--- src/rtl/mio_cli_st_xfer_chkr.sv ---
// Per-channel in-order scoreboard between the bob (sender) and alice (receiver) streams.
// Bob beats fill per-channel expected-data FIFOs; alice beats pop and compare, raising sticky errors.
module mio_cli_st_xfer_chkr #(
  parameter int DATA_W  = 32,
  parameter int NUM_CH  = 4,
  parameter int DEPTH   = 8,
  parameter int TIMEOUT = 1024,
  parameter int CNT_W   = 16,
  parameter int CH_W    = (NUM_CH > 1) ? $clog2(NUM_CH) : 1,
  parameter int PEND_W  = $clog2(NUM_CH * DEPTH + 1)
) (
  input  logic              clk,
  input  logic              reset,
  input  logic              enable,
  input  logic              clear,
  input  logic              bob_valid,
  input  logic              bob_ready,
  input  logic [CH_W-1:0]   bob_ch,
  input  logic [DATA_W-1:0] bob_data,
  input  logic              alice_valid,
  input  logic              alice_ready,
  input  logic [CH_W-1:0]   alice_ch,
  input  logic [DATA_W-1:0] alice_data,
  output logic [4:0]        err,
  output logic [CH_W-1:0]   err_ch,
  output logic [CNT_W-1:0]  match_cnt,
  output logic [PEND_W-1:0] pending,
  output logic              idle
);

  localparam int AW = $clog2(DEPTH);
  localparam int TW = (TIMEOUT > 0) ? $clog2(TIMEOUT + 1) : 1;

  logic [DATA_W-1:0] mem [NUM_CH][DEPTH];
  logic [AW:0]       wr_ptr [NUM_CH];
  logic [AW:0]       rd_ptr [NUM_CH];
  logic [AW:0]       occ [NUM_CH];
  logic [TW-1:0]     tcnt [NUM_CH];
  logic [TW-1:0]     tcnt_nxt [NUM_CH];
  logic [NUM_CH-1:0] empty, full, tmo;

  logic              b_beat, a_beat, b_legal, a_legal;
  logic [CH_W-1:0]   b_idx, a_idx, src_ch;
  logic [DATA_W-1:0] head;
  logic              a_pop, a_unexp, a_mism, a_match, b_push, b_ovf, same_pop;
  logic              tmo_found;
  logic [4:0]        new_err;

  // Occupancy derives from pointers carrying an extra wrap bit.
  always_comb begin
    pending = '0;
    for (int unsigned c = 0; c < NUM_CH; c++) begin
      occ[c]   = wr_ptr[c] - rd_ptr[c];
      empty[c] = (wr_ptr[c] == rd_ptr[c]);
      full[c]  = (wr_ptr[c] == {~rd_ptr[c][AW], rd_ptr[c][AW-1:0]});
      pending  = pending + PEND_W'(occ[c]);
    end
    idle = &empty;
  end

  always_comb begin
    b_beat   = enable & ~clear & bob_valid & bob_ready;
    a_beat   = enable & ~clear & alice_valid & alice_ready;
    b_legal  = 32'(bob_ch) < NUM_CH;
    a_legal  = 32'(alice_ch) < NUM_CH;
    b_idx    = b_legal ? bob_ch : '0;
    a_idx    = a_legal ? alice_ch : '0;
    head     = mem[a_idx][rd_ptr[a_idx][AW-1:0]];
    a_pop    = a_beat & a_legal & ~empty[a_idx];
    a_unexp  = a_beat & a_legal & empty[a_idx];
    a_mism   = a_pop & (head != alice_data);
    a_match  = a_pop & (head == alice_data);
    // A same-edge pop on a full channel frees the slot the push needs.
    same_pop = a_pop & (alice_ch == bob_ch);
    b_push   = b_beat & b_legal & (~full[b_idx] | same_pop);
    b_ovf    = b_beat & b_legal & full[b_idx] & ~same_pop;

    tmo = '0;
    for (int unsigned c = 0; c < NUM_CH; c++) begin
      tcnt_nxt[c] = tcnt[c];
      if (TIMEOUT == 0) begin
        tcnt_nxt[c] = '0;
      end else if (enable) begin
        if (empty[c] || (a_pop && a_idx == CH_W'(c))) begin
          tcnt_nxt[c] = '0;
        end else if (tcnt[c] != TW'(TIMEOUT)) begin
          tcnt_nxt[c] = tcnt[c] + TW'(1);
          tmo[c]      = (tcnt[c] == TW'(TIMEOUT - 1));
        end
      end
    end

    new_err = {(a_beat & ~a_legal) | (b_beat & ~b_legal), |tmo, b_ovf, a_unexp, a_mism};

    src_ch    = '0;
    tmo_found = 1'b0;
    if (a_mism || a_unexp) begin
      src_ch = alice_ch;
    end else if (b_ovf) begin
      src_ch = bob_ch;
    end else if (|tmo) begin
      for (int unsigned c = 0; c < NUM_CH; c++) begin
        if (tmo[c] && !tmo_found) begin
          src_ch    = CH_W'(c);
          tmo_found = 1'b1;
        end
      end
    end else if (a_beat && !a_legal) begin
      src_ch = alice_ch;
    end else begin
      src_ch = bob_ch;
    end
  end

  always_ff @(posedge clk) begin
    if (b_push) mem[b_idx][wr_ptr[b_idx][AW-1:0]] <= bob_data;
  end

  always_ff @(posedge clk or posedge reset) begin
    if (reset) begin
      for (int unsigned c = 0; c < NUM_CH; c++) begin
        wr_ptr[c] <= '0;
        rd_ptr[c] <= '0;
        tcnt[c]   <= '0;
      end
      err       <= '0;
      err_ch    <= '0;
      match_cnt <= '0;
    end else if (clear) begin
      for (int unsigned c = 0; c < NUM_CH; c++) begin
        wr_ptr[c] <= '0;
        rd_ptr[c] <= '0;
        tcnt[c]   <= '0;
      end
      err       <= '0;
      err_ch    <= '0;
      match_cnt <= '0;
    end else begin
      for (int unsigned c = 0; c < NUM_CH; c++) begin
        if (b_push && b_idx == CH_W'(c)) wr_ptr[c] <= wr_ptr[c] + (AW+1)'(1);
        if (a_pop && a_idx == CH_W'(c))  rd_ptr[c] <= rd_ptr[c] + (AW+1)'(1);
        tcnt[c] <= tcnt_nxt[c];
      end
      err <= err | new_err;
      if (err == '0 && new_err != '0) err_ch <= src_ch;
      if (a_match && match_cnt != '1) match_cnt <= match_cnt + CNT_W'(1);
    end
  end

endmodule
--- config.mk ---
export PLATFORM = sky130hd
export DESIGN_NAME = mio_cli_st_xfer_chkr
export DESIGN_NICKNAME = d
export VERILOG_FILES = /design/src/rtl/mio_cli_st_xfer_chkr.sv
export SDC_FILE = /design/constraint.sdc
export NUM_CORES = 1
export LEC_CHECK = 0
export CORE_ASPECT_RATIO = 1.75
export CORE_MARGIN = 10
export CORE_UTILIZATION = 55
export DETAILED_ROUTE_END_ITERATION = 8
export GPL_ROUTABILITY_DRIVEN = 0
export PLACE_DENSITY_LB_ADDON = 0.08
export SLEW_MARGIN = 20
export SYNTH_ARGS = -nofsm -noshare
export SYNTH_HDL_FRONTEND = slang
export SYNTH_SLANG_ARGS = --single-unit
--- constraint.sdc ---
create_clock -name clk -period 6 [get_ports clk]
set_clock_uncertainty 0.05 [all_clocks]
set_input_delay 1.5 -clock clk [delete_from_list [all_inputs] [get_ports clk]]
set_output_delay 1.5 -clock clk [all_outputs]
set_load 0.005 [all_outputs]
* Word level (Yosys, flattened, before mapping)
Memory sizes are Yosys's and may differ from the RTL's.
Cells that the tools add are included.
** Storage, ports and cells
- Bits in registers :: 99
- Bits in writable memories :: 1024
- Bits of input ports :: 76
- Output and inout port bits :: 30
- Logic and storage cells :: 218
- Memories kept :: 1
** Operators by class
- Add/subtract/negate cells :: 20
- Order comparisons :: 7
- Eq/ne operators :: 26
- Muxes and demuxes :: 75
- Bitwise logic cells :: 27
- Reductions and logical operators :: 47
** Memory list
- mem :: words 4, width 256, rd ports 1, clocked after Yosys merged registers in 0, write ports 1, line 34 : logic [DATA_W-1:0] mem [NUM_CH][DEPTH];
** Operators with widths (count)
- $mux 256 :: 1
- $mux 11 :: 12
- $bmux 32 s3 :: 1
- $demux 32 s3 :: 1
- $mux 32 :: 3
- $mux 16 :: 4
- $add 11x1->11 const B :: 4
- $eq 11x10->1 const B :: 4
- $mux 44 :: 1
- $ne 11x11->1 const B :: 4
- $add 4x1->4 const B :: 8
- $eq 32x32->1 :: 1
- $eq 4x4->1 :: 8
- $mux 4 :: 8
- $ne 32x32->1 :: 1
- $mux 1 :: 28
- $reduce_bool 2->1 :: 11
- $add 16x1->16 const B :: 1
- $bmux 4 s2 :: 2
- $ne 16x16->1 const B :: 1
- $sub 4x4->4 :: 4
- $logic_and 1x1->1 :: 14
- $mux 2 :: 7
- $and 1x1->1 :: 13
- other kinds (27) :: 60

* Depth between registers and ports, before layout
Gate-level depths: netlist of the first run.
- Depth in word-level cells :: 33
- Depth in mapped cells :: 15
- Mapped depth without buffers :: 14

* Least setup slack after synthesis of the first run
No wires, ideal clock.
- Path kind :: input-to-reg
- Start :: input alice_ch[1]
- End :: memory mem[1][32] (netlist bit), enable pin
- Setup time :: 0.425 ns
- Arrival time :: 5.144 ns
- Required time :: 5.525 ns
- Setup slack :: 0.381 ns
- Stages on the path :: 11
- Path buffers :: 5
- Cells stage by stage :: buf_4 buf_2 buf_2 buf_2 buf_2 mux4_2 nor4_1 o21ai_1 nor2_1 and2_1 nor2b_1
** Between the ends
- Longest elaborated chain between the ends :: 9
- Elaborated cells between the ends (all ways) :: 10
- Those cells by class :: 1 x eq/ne; 4 x mux; 5 x bitwise
** Ends and longest elaborated chain
- from (decl) :: line 22 : input logic [CH_W-1:0] alice_ch,
- $bmux 1 s2 :: line 69 : a_pop = a_beat & a_legal & ~empty[a_idx];
- $mux 1 (not written as such) :: line 69
- $not 1->1 :: line 69
- $and 1x1->1 :: line 69
- $and 1x1->1 (*) :: line 74 : same_pop = a_pop & (alice_ch == bob_ch);
- $or 1x1->1 (*) :: line 75 : b_push = b_beat & b_legal & (~full[b_idx] | same_pop);
- $and 1x1->1 (*) :: line 75
- $mux 1 (*) :: line 116 : if (b_push) mem[b_idx][wr_ptr[b_idx][AW-1:0]] <= bob_data;
- $mux 256 (not written as such) (*) :: line 116
- to (decl) :: line 34
Every way passes the cells marked *; elsewhere a longest branch is shown, timed or not. The select of a mux whose other input is x is not followed.

* Worst setup path after layout of the first run
- Start :: register rd_ptr[9] (netlist bit)
- End :: output pending[3]
** Between the ends
- Longest elaborated chain between the ends :: 4
** Ends and longest elaborated chain
- from (decl) :: line 36 : logic [AW:0] rd_ptr [NUM_CH];
- from (signal, indexed assignment) :: line 141 : if (a_pop && a_idx == CH_W'(c)) rd_ptr[c] <= rd_ptr[c] + (AW+1)'(1);
- $sub 4x4->4 :: line 53 : occ[c] = wr_ptr[c] - rd_ptr[c];
- $add 4x4->5 :: line 56 : pending = pending + PEND_W'(occ[c]);
- $add 5x4->6 :: line 56
- $add 6x4->6 :: line 56
- to (decl) :: line 27 : output logic [PEND_W-1:0] pending,
Every way passes these cells.

==> results of run 1 <==
worst min-delay path by stage:
| stage | start | endpoint | slack [ps] | cells past startpoint |
|---|---|---|---|---|
| 2_1_floorplan | tcnt[20] | tcnt[20] | 420 | 1 |
| 3_5_place_dp | err[1] | err[1] | 460 | 2 |
| 5_1_grt | err[0] | err[0] | 510 | 1 |
| 4_1_cts | err[0] | err[0] | 480 | 1 |
| 6_report | err[0] | err[0] | 470 | 1 |
| 3_3_place_gp | match_cnt[6] | match_cnt[6] | 450 | 1 |
power breakdown:
group          switching (mW)  total [mW]  internal, mW
Combinational           0.402       0.659         0.257
Sequential            0.00319        8.54          8.54
Clock                    2.83        6.59          3.76
Total                    3.23        15.8          12.6
registers in the layout (all words and copies together) (netlist names):
register,cells
err,4
err_ch,2
match_cnt,16
mem,1024
rd_ptr,16
tcnt,44
wr_ptr,16
worst max-delay path, delay by kind of cell, from the launching register on:
kind	cells	cell delay, ps
buf+inv	5	850
xor+xnor	1	180
flops	1	470
fa+ha+maj	5	2060
Yosys cell counts (all sizes together), types with 4 or more instances:
cell type  number
edfxtp       1024
mux4          264
nor2          110
mux2i         108
dfrtp          98
nand2          82
buf            69
a21oi          54
inv            51
o21ai          48
a22oi          40
clkbuf         38
ha             34
and3           33
mux2           33
nand3          30
xnor2          28
xor2           27
o22ai          22
nand4          20
nor3           19
or3            18
nor4           17
fa             12
nor2b          12
o211ai         11
a21o            9
a22o            9
nand2b          9
and4            7
and2            6
or2             6
o31ai           5
a31oi           4
or4             4
cell usage in the layout, fill, tap and decap left out, types with 19 or more instances in the layout:
| master | count |
|---|---|
| clkbuf_16 | 99 |
| nor2_1 | 81 |
| nand4_1 | 20 |
| xnor2_1 | 27 |
| and3_1 | 32 |
| nand2_1 | 82 |
| a22oi_1 | 40 |
| o21ai_0 | 46 |
| nor3_1 | 19 |
| nand3_1 | 30 |
| nor2_4 | 28 |
| buf_12 | 41 |
| xor2_1 | 27 |
| clkinv_2 | 19 |
| mux2_2 | 26 |
| o22ai_1 | 22 |
| clkdlybuf4s50_1 | 88 |
| inv_1 | 50 |
| ha_1 | 34 |
| mux2i_1 | 108 |
| a21oi_1 | 53 |
| edfxtp_1 | 1024 |
| dfrtp_1 | 92 |
| buf_4 | 57 |
| mux4_2 | 262 |
timing repair:
action | in CTS | in global routing
endpoints found under the setup margin | 3 | 2
setup buffers | 4 | 0
gates resized for setup | 4 | 7
final cells by class:
| cell class | instances | area share (%) |
|---|---|---|
| Antenna cell | 1 | 0.00477 |
| Clock buffer | 111 | 4.81 |
| Clock inverter | 67 | 1.52 |
| Inverter | 51 | 0.370 |
| Multi-Input combinational cell | 1113 | 23.2 |
| Sequential cell | 1122 | 63.3 |
| Tap cell | 1065 | 2.54 |
| Timing Repair Buffer | 202 | 4.27 |
cell families after synthesis:
| kind of cell | share of synthesized area, % |
|---|---|
| buffers and inverters | 1.69 |
| multiplexers | 16.1 |
| XOR/XNOR | 1.05 |
| adder cells (fa/ha/maj) | 1.45 |
| other | 0.00818 |
| AO/OA/AOI/OAI | 3.11 |
| flip-flops | 72.4 |
| AND/OR/NAND/NOR | 4.18 |
per-layer routing:
layer  up-vias  part of all wire [%]  global-route usage [%]
met2      1026                    53                    45.4
met3       222                   6.3                    4.24
li1      10100                     -                       -
met4        10                   4.5                    11.2
met5         -                 0.059                       0
met1     12800                    36                    31.6
==> metrics.yaml, run 1 <==
outcome: "complete, no violations"
postRouteWirelength_mm: 123
pin_count: 106
vdd.ir_drop.worst_mv: 0.285
maxCapViolations: 0
post-route-drc-count: 0
p_leak_nw: 17.0
clk_transition_reported_paths_ps: 70
first_pass_grt_wire_length_mm: 178
wl_per_cell_um: 33.0
floorplan.initialDensity_pct: 55.2
cts_root_buffer: "clkbuf_16"
post-route-worst-setup-slack_ps: 199
via_total_after_detailed_routing: 24200
final-hold-violation-count: 0
antenna_violations_before_repair: 6
netlist_top_cells_area: "edfxtp_1 67%, mux4_2 13%, dfrtp_1 5.3%"
total_power_mw: 15.8
synth-main-ff-cell: "edfxtp_1"
required_ps: 4450
post_cts_hold_buffer_count: 0
setup_viol: 0
ys_ff_latch: 1122
track_usage_pct: 26.1
critical_path.endpoint: "pending[3]"
postRouteAntennaNets: 0
cts.path.max_buffers: 3
ff_latch_area_um2: 33200
final.hold.worst_slack_ps: 465
setup_repair_after_global_routing_missed_its_margin: "false"
worst_slew_pin_slew_ps: 1090
timing.critical_path.mode_cell: "inv_1"
synth_area_leader_cell: "edfxtp_1"
worstRegToRegCells: 12
synth_seq_area_share_pct: 72.4
power_density_nw_per_um2: 301
routed_via_density: 6.48
min_path_type: "flip-flop to flip-flop"
post_synth.cell_area_avg_um2: 19.2
synth-async-reset-ratio_pct: 8.73
cells_after_synth: 2393
drtIter0Drc: 2575
timing.critical_path.to_type: "output port"
clock_insertion_delay_worst_skew_ps: 690
post-place-ws_ps: 137
maxSlewViolCount: 0
finalCritPeriodShare_pct: 96.7
rr_startpoint: "rd_ptr[8]"
total_standard_cell_area_after_synthesis_um2: 45900
dieHeight_um: 402
regToRegSetupSlack_ps: 1280
worst_setup_path_startpoint: "rd_ptr[9]"
crit-reg2reg-capture: "match_cnt[11]"
fillerInstances: 5786
finalCriticalPeriod_ps: 5800
synthesis.nets: 2515
critical_path_source_type: "flip-flop"
worst_path_largest_cell_delay_ps: 550
die_width_um: 238
cts_sinks: 1122
yosysUniqueCellTypes: 64
first_pass_iters: 7
worst-path-max-fanout: 5
dp.final_hpwl_mm: 76.2
number_of_global_route_vias_before_repair: 25000
slew_headroom_pct: 27.3
dp_cells: 3549
cts_buf_count: 97
arrival_ps: 4250
final_core_util_pct: 63.2
multi_input_comb_area_um2: 12200
tritoncts: "built"
global_route_total_overflow: 0
finish.instance_area_um2: 52500
drive_above_1_share_pct: 22.9
total_of_buffers_placed_on_input_and_output_ports: 104
core_area_um2: 83000
critical_path.slowest_cell: "fa_1"
maxClockFrequency_mhz: 172
largest_net_degree_at_the_start_of_global_routing: 87
path_class: "flip-flop to output port"
layout.cells.non_filler: 3732
place_area_um2: 49100
ys.warnings.count: 0
placementRows: 140
h-tree-depth: 3
cp_cell_sequence: "inv_1 > fa_1 > inv_1 > fa_1 > fa_1 > inv_1 > ha_1 > inv_1 > fa_2 > xnor2_2 > clkdlybuf4s50_1"
design.die.area_um2: 95800
synth-edff-count: 1024
final.setup.tns_ps: 0
yosys.area.top_type_share_pct: 67.0
net_count_final: 2709
area_delta_synth_final_pct: 14.3
(Power assumes the default switching activity.)
==> inputs of run 2 (changes only) <==
PLACE_DENSITY = 0.72   (was unset)
PLACE_DENSITY_LB_ADDON = unset   (was 0.08)
==> metrics.yaml, run 2 (synthesis gave the netlist of run 1 again) <==
cts_root_buffer: "clkbuf_16"  # unchanged
finalCriticalPeriod_ps: 5810  # was 5800 ps
path_delay_family: "adder cells"  # unchanged
beginning_of_the_worst_hold_path: "match_cnt[6]"  # was err[0]
maxSlewViolCount: 0  # unchanged
finalCritPeriodShare_pct: 96.8  # was 96.7%
antenna_violations_before_repair: 5  # was 6
dp_cells: 3536  # was 3549
placementRows: 140  # unchanged
routed_via_density: 6.59  # was 6.48
global_route_total_overflow: 0  # unchanged
pin_count: 106  # unchanged
timing.critical_path.mode_cell: "inv_1"  # unchanged
post_cts_hold_buffer_count: 0  # unchanged
wl_per_cell_um: 32.1  # was 33.0 µm
rr_startpoint: "rd_ptr[2]"  # was rd_ptr[8]
critical_path.slowest_cell: "fa_1"  # unchanged
timing.critical_path.to_type: "output port"  # unchanged
cts.path.max_buffers: 3  # unchanged
via_total_after_detailed_routing: 24500  # was 24200
first_pass_iters: 6  # was 7
worst_path_largest_cell_delay_ps: 550  # about the same
setup_viol: 0  # unchanged
layout.cells.non_filler: 3715  # was 3732
most_common_cell_after_layout_fill_and_taps_aside: "edfxtp_1"  # unchanged
maxClockFrequency_mhz: 172  # about the same
drtIter0Drc: 3089  # was 2575
final-hold-violation-count: 0  # unchanged
path_class: "flip-flop to output port"  # unchanged
worst-path-buf-inv: 6  # was 5
critical_path_source_type: "flip-flop"  # unchanged
dp.final_hpwl_mm: 68.0  # was 76.2 mm
worstRegToRegCells: 11  # was 12
cp_cell_sequence: "inv_1 > ha_1 > inv_1 > fa_1 > inv_1 > fa_1 > fa_1 > inv_1 > ha_1 > inv_1 > fa_2 > xnor2_1 > clkdlybuf4s50_1"  # was inv_1 > fa_1 > inv_1 > fa_1 > fa_1 > inv_1 > ha_1 > inv_1 > fa_2 > xnor2_2 > clkdlybuf4s50_1
design.die.area_um2: 95800  # unchanged
dieHeight_um: 402  # unchanged
vdd.ir_drop.worst_mv: 0.211  # was 0.285 mV
cts_buf_count: 95  # was 97
largest_net_degree_at_the_start_of_global_routing: 77  # was 87
net_count_final: 2692  # was 2709
die_width_um: 238  # unchanged
place_area_um2: 48800  # was 49100 µm²
area_delta_synth_final_pct: 13.6  # was 14.3%
required_ps: 4450  # about the same
outcome: "complete, no violations"  # unchanged
fillerInstances: 5683  # was 5786
flip_flop_count_of_the_largest_register_after_layout: 1024  # unchanged
postRouteAntennaNets: 0  # unchanged
cts_sinks: 1122  # unchanged
arrival_ps: 4260  # was 4250 ps
drive_above_1_share_pct: 21.8  # was 22.9%
power_density_nw_per_um2: 300  # was 301 nW/µm²
clk_transition_reported_paths_ps: 70  # about the same
floorplan.initialDensity_pct: 55.2  # unchanged
tritoncts: "built"  # unchanged
post-route-worst-setup-slack_ps: 194  # was 199 ps
post-route-drc-count: 0  # unchanged
finish.instance_area_um2: 52100  # was 52500 µm²
worst_hold_path.endpoint: "match_cnt[6]"  # was err[0]
postRouteWirelength_mm: 119  # was 123 mm
crit-reg2reg-capture: "match_cnt[11]"  # unchanged
first_pass_grt_wire_length_mm: 173  # was 178 mm
p_leak_nw: 16.8  # was 17.0 nW
number_of_global_route_vias_before_repair: 24900  # was 25000
maxCapViolations: 0  # unchanged
regToRegSetupSlack_ps: 840  # was 1280 ps
setup_repair_after_global_routing_missed_its_margin: "false"  # unchanged
slew_headroom_pct: 20.7  # was 27.3%
post-place-ws_ps: -434  # was 137 ps
most-common-layout-cells: "1024 x edfxtp_1, 263 x mux4_2, 108 x mux2i_1"  # was 1024 x edfxtp_1, 262 x mux4_2, 108 x mux2i_1
min_path_type: "flip-flop to flip-flop"  # unchanged
h-tree-depth: 3  # unchanged
track_usage_pct: 25.2  # was 26.1%
worst_slew_pin_slew_ps: 1190  # was 1090 ps
clock_insertion_delay_worst_skew_ps: 690  # about the same
worst-path-max-fanout: 2  # was 5
timing.hold.worst_path_depth: 1  # unchanged
total_of_buffers_placed_on_input_and_output_ports: 104  # unchanged
core_area_um2: 83000  # unchanged
worst_setup_path_startpoint: "wr_ptr[4]"  # was rd_ptr[9]
==> run 2: changes by cell type in the layout (fill, tap and decap cells not counted), moves of 2 or more <==
cell / change
buf_12: -17
buf_2: -12
buf_4: +2
clkdlybuf4s50_1: +12
clkinv_1: +3
clkinv_4: -4
clkinvlp_2: -2
clkinvlp_4: +2
==> run 2: worst max path at each step <==
stage | end | slack [ps] | depth (start not counted)
6_report | pending[3] | 190 | 13
5_1_grt | pending[3] | 7 | 13
4_1_cts | pending[5] | 1 | 15
3_5_place_dp | match_cnt[11] | -430 | 12
3_3_place_gp | match_cnt[11] | -490 | 12
2_1_floorplan | mem[1][32] | 380 | 11
==> run 2: per-stage QoR <==
step | hold WS [ps] | util, % | total power, mW | TNS, ps
detailed placement | 458 | 58.8 | 9.33 | -3870
floorplan | 424 | - | 9.06 | 0
global placement | 442 | 58.8 | 9.31 | -4460
global route | 494 | 62.8 | 16.0 | 0
finish | 471 | 62.8 | 15.6 | 0
CTS | 469 | 62.7 | 15.7 | 0
==> run 2: metal layers <==
metal | routed length, µm | vias up | track usage (%)
met2 | 61700 | 1293 | 42.7
met5 | 40 | - | 0
li1 | - | 10100 | -
met3 | 10700 | 261 | 5.11
met1 | 41800 | 12900 | 31.1
met4 | 5180 | 6 | 10.8
==> run 2: report_power, final <==
part	switching (mW)	internal (mW)	leakage, nW
Sequential	0.00333	8.54	10.6
Combinational	0.361	0.256	4.67
Clock	2.79	3.68	1.57
==> run 2: cell type report <==
type | instances | area [µm²] | area share (%)
Sequential cell | 1122 | 33200 | 63.7
Timing Repair Buffer | 187 | 1980 | 3.80
Multi-Input combinational cell | 1113 | 12200 | 23.3
Clock inverter | 64 | 738 | 1.42
Inverter | 51 | 194 | 0.372
Antenna cell | 2 | 5.00 | 0.00960
Tap cell | 1065 | 1330 | 2.56
Clock buffer | 111 | 2500 | 4.80
==> run 2: repair_timing <==
item / 4_1_cts / 5_1_grt
setup buffers: 1 / 1
pin swaps: 1 / 1
cloned: 0 / 0
gates resized for setup: 4 / 9
setup endpoints to repair: 3 / 3
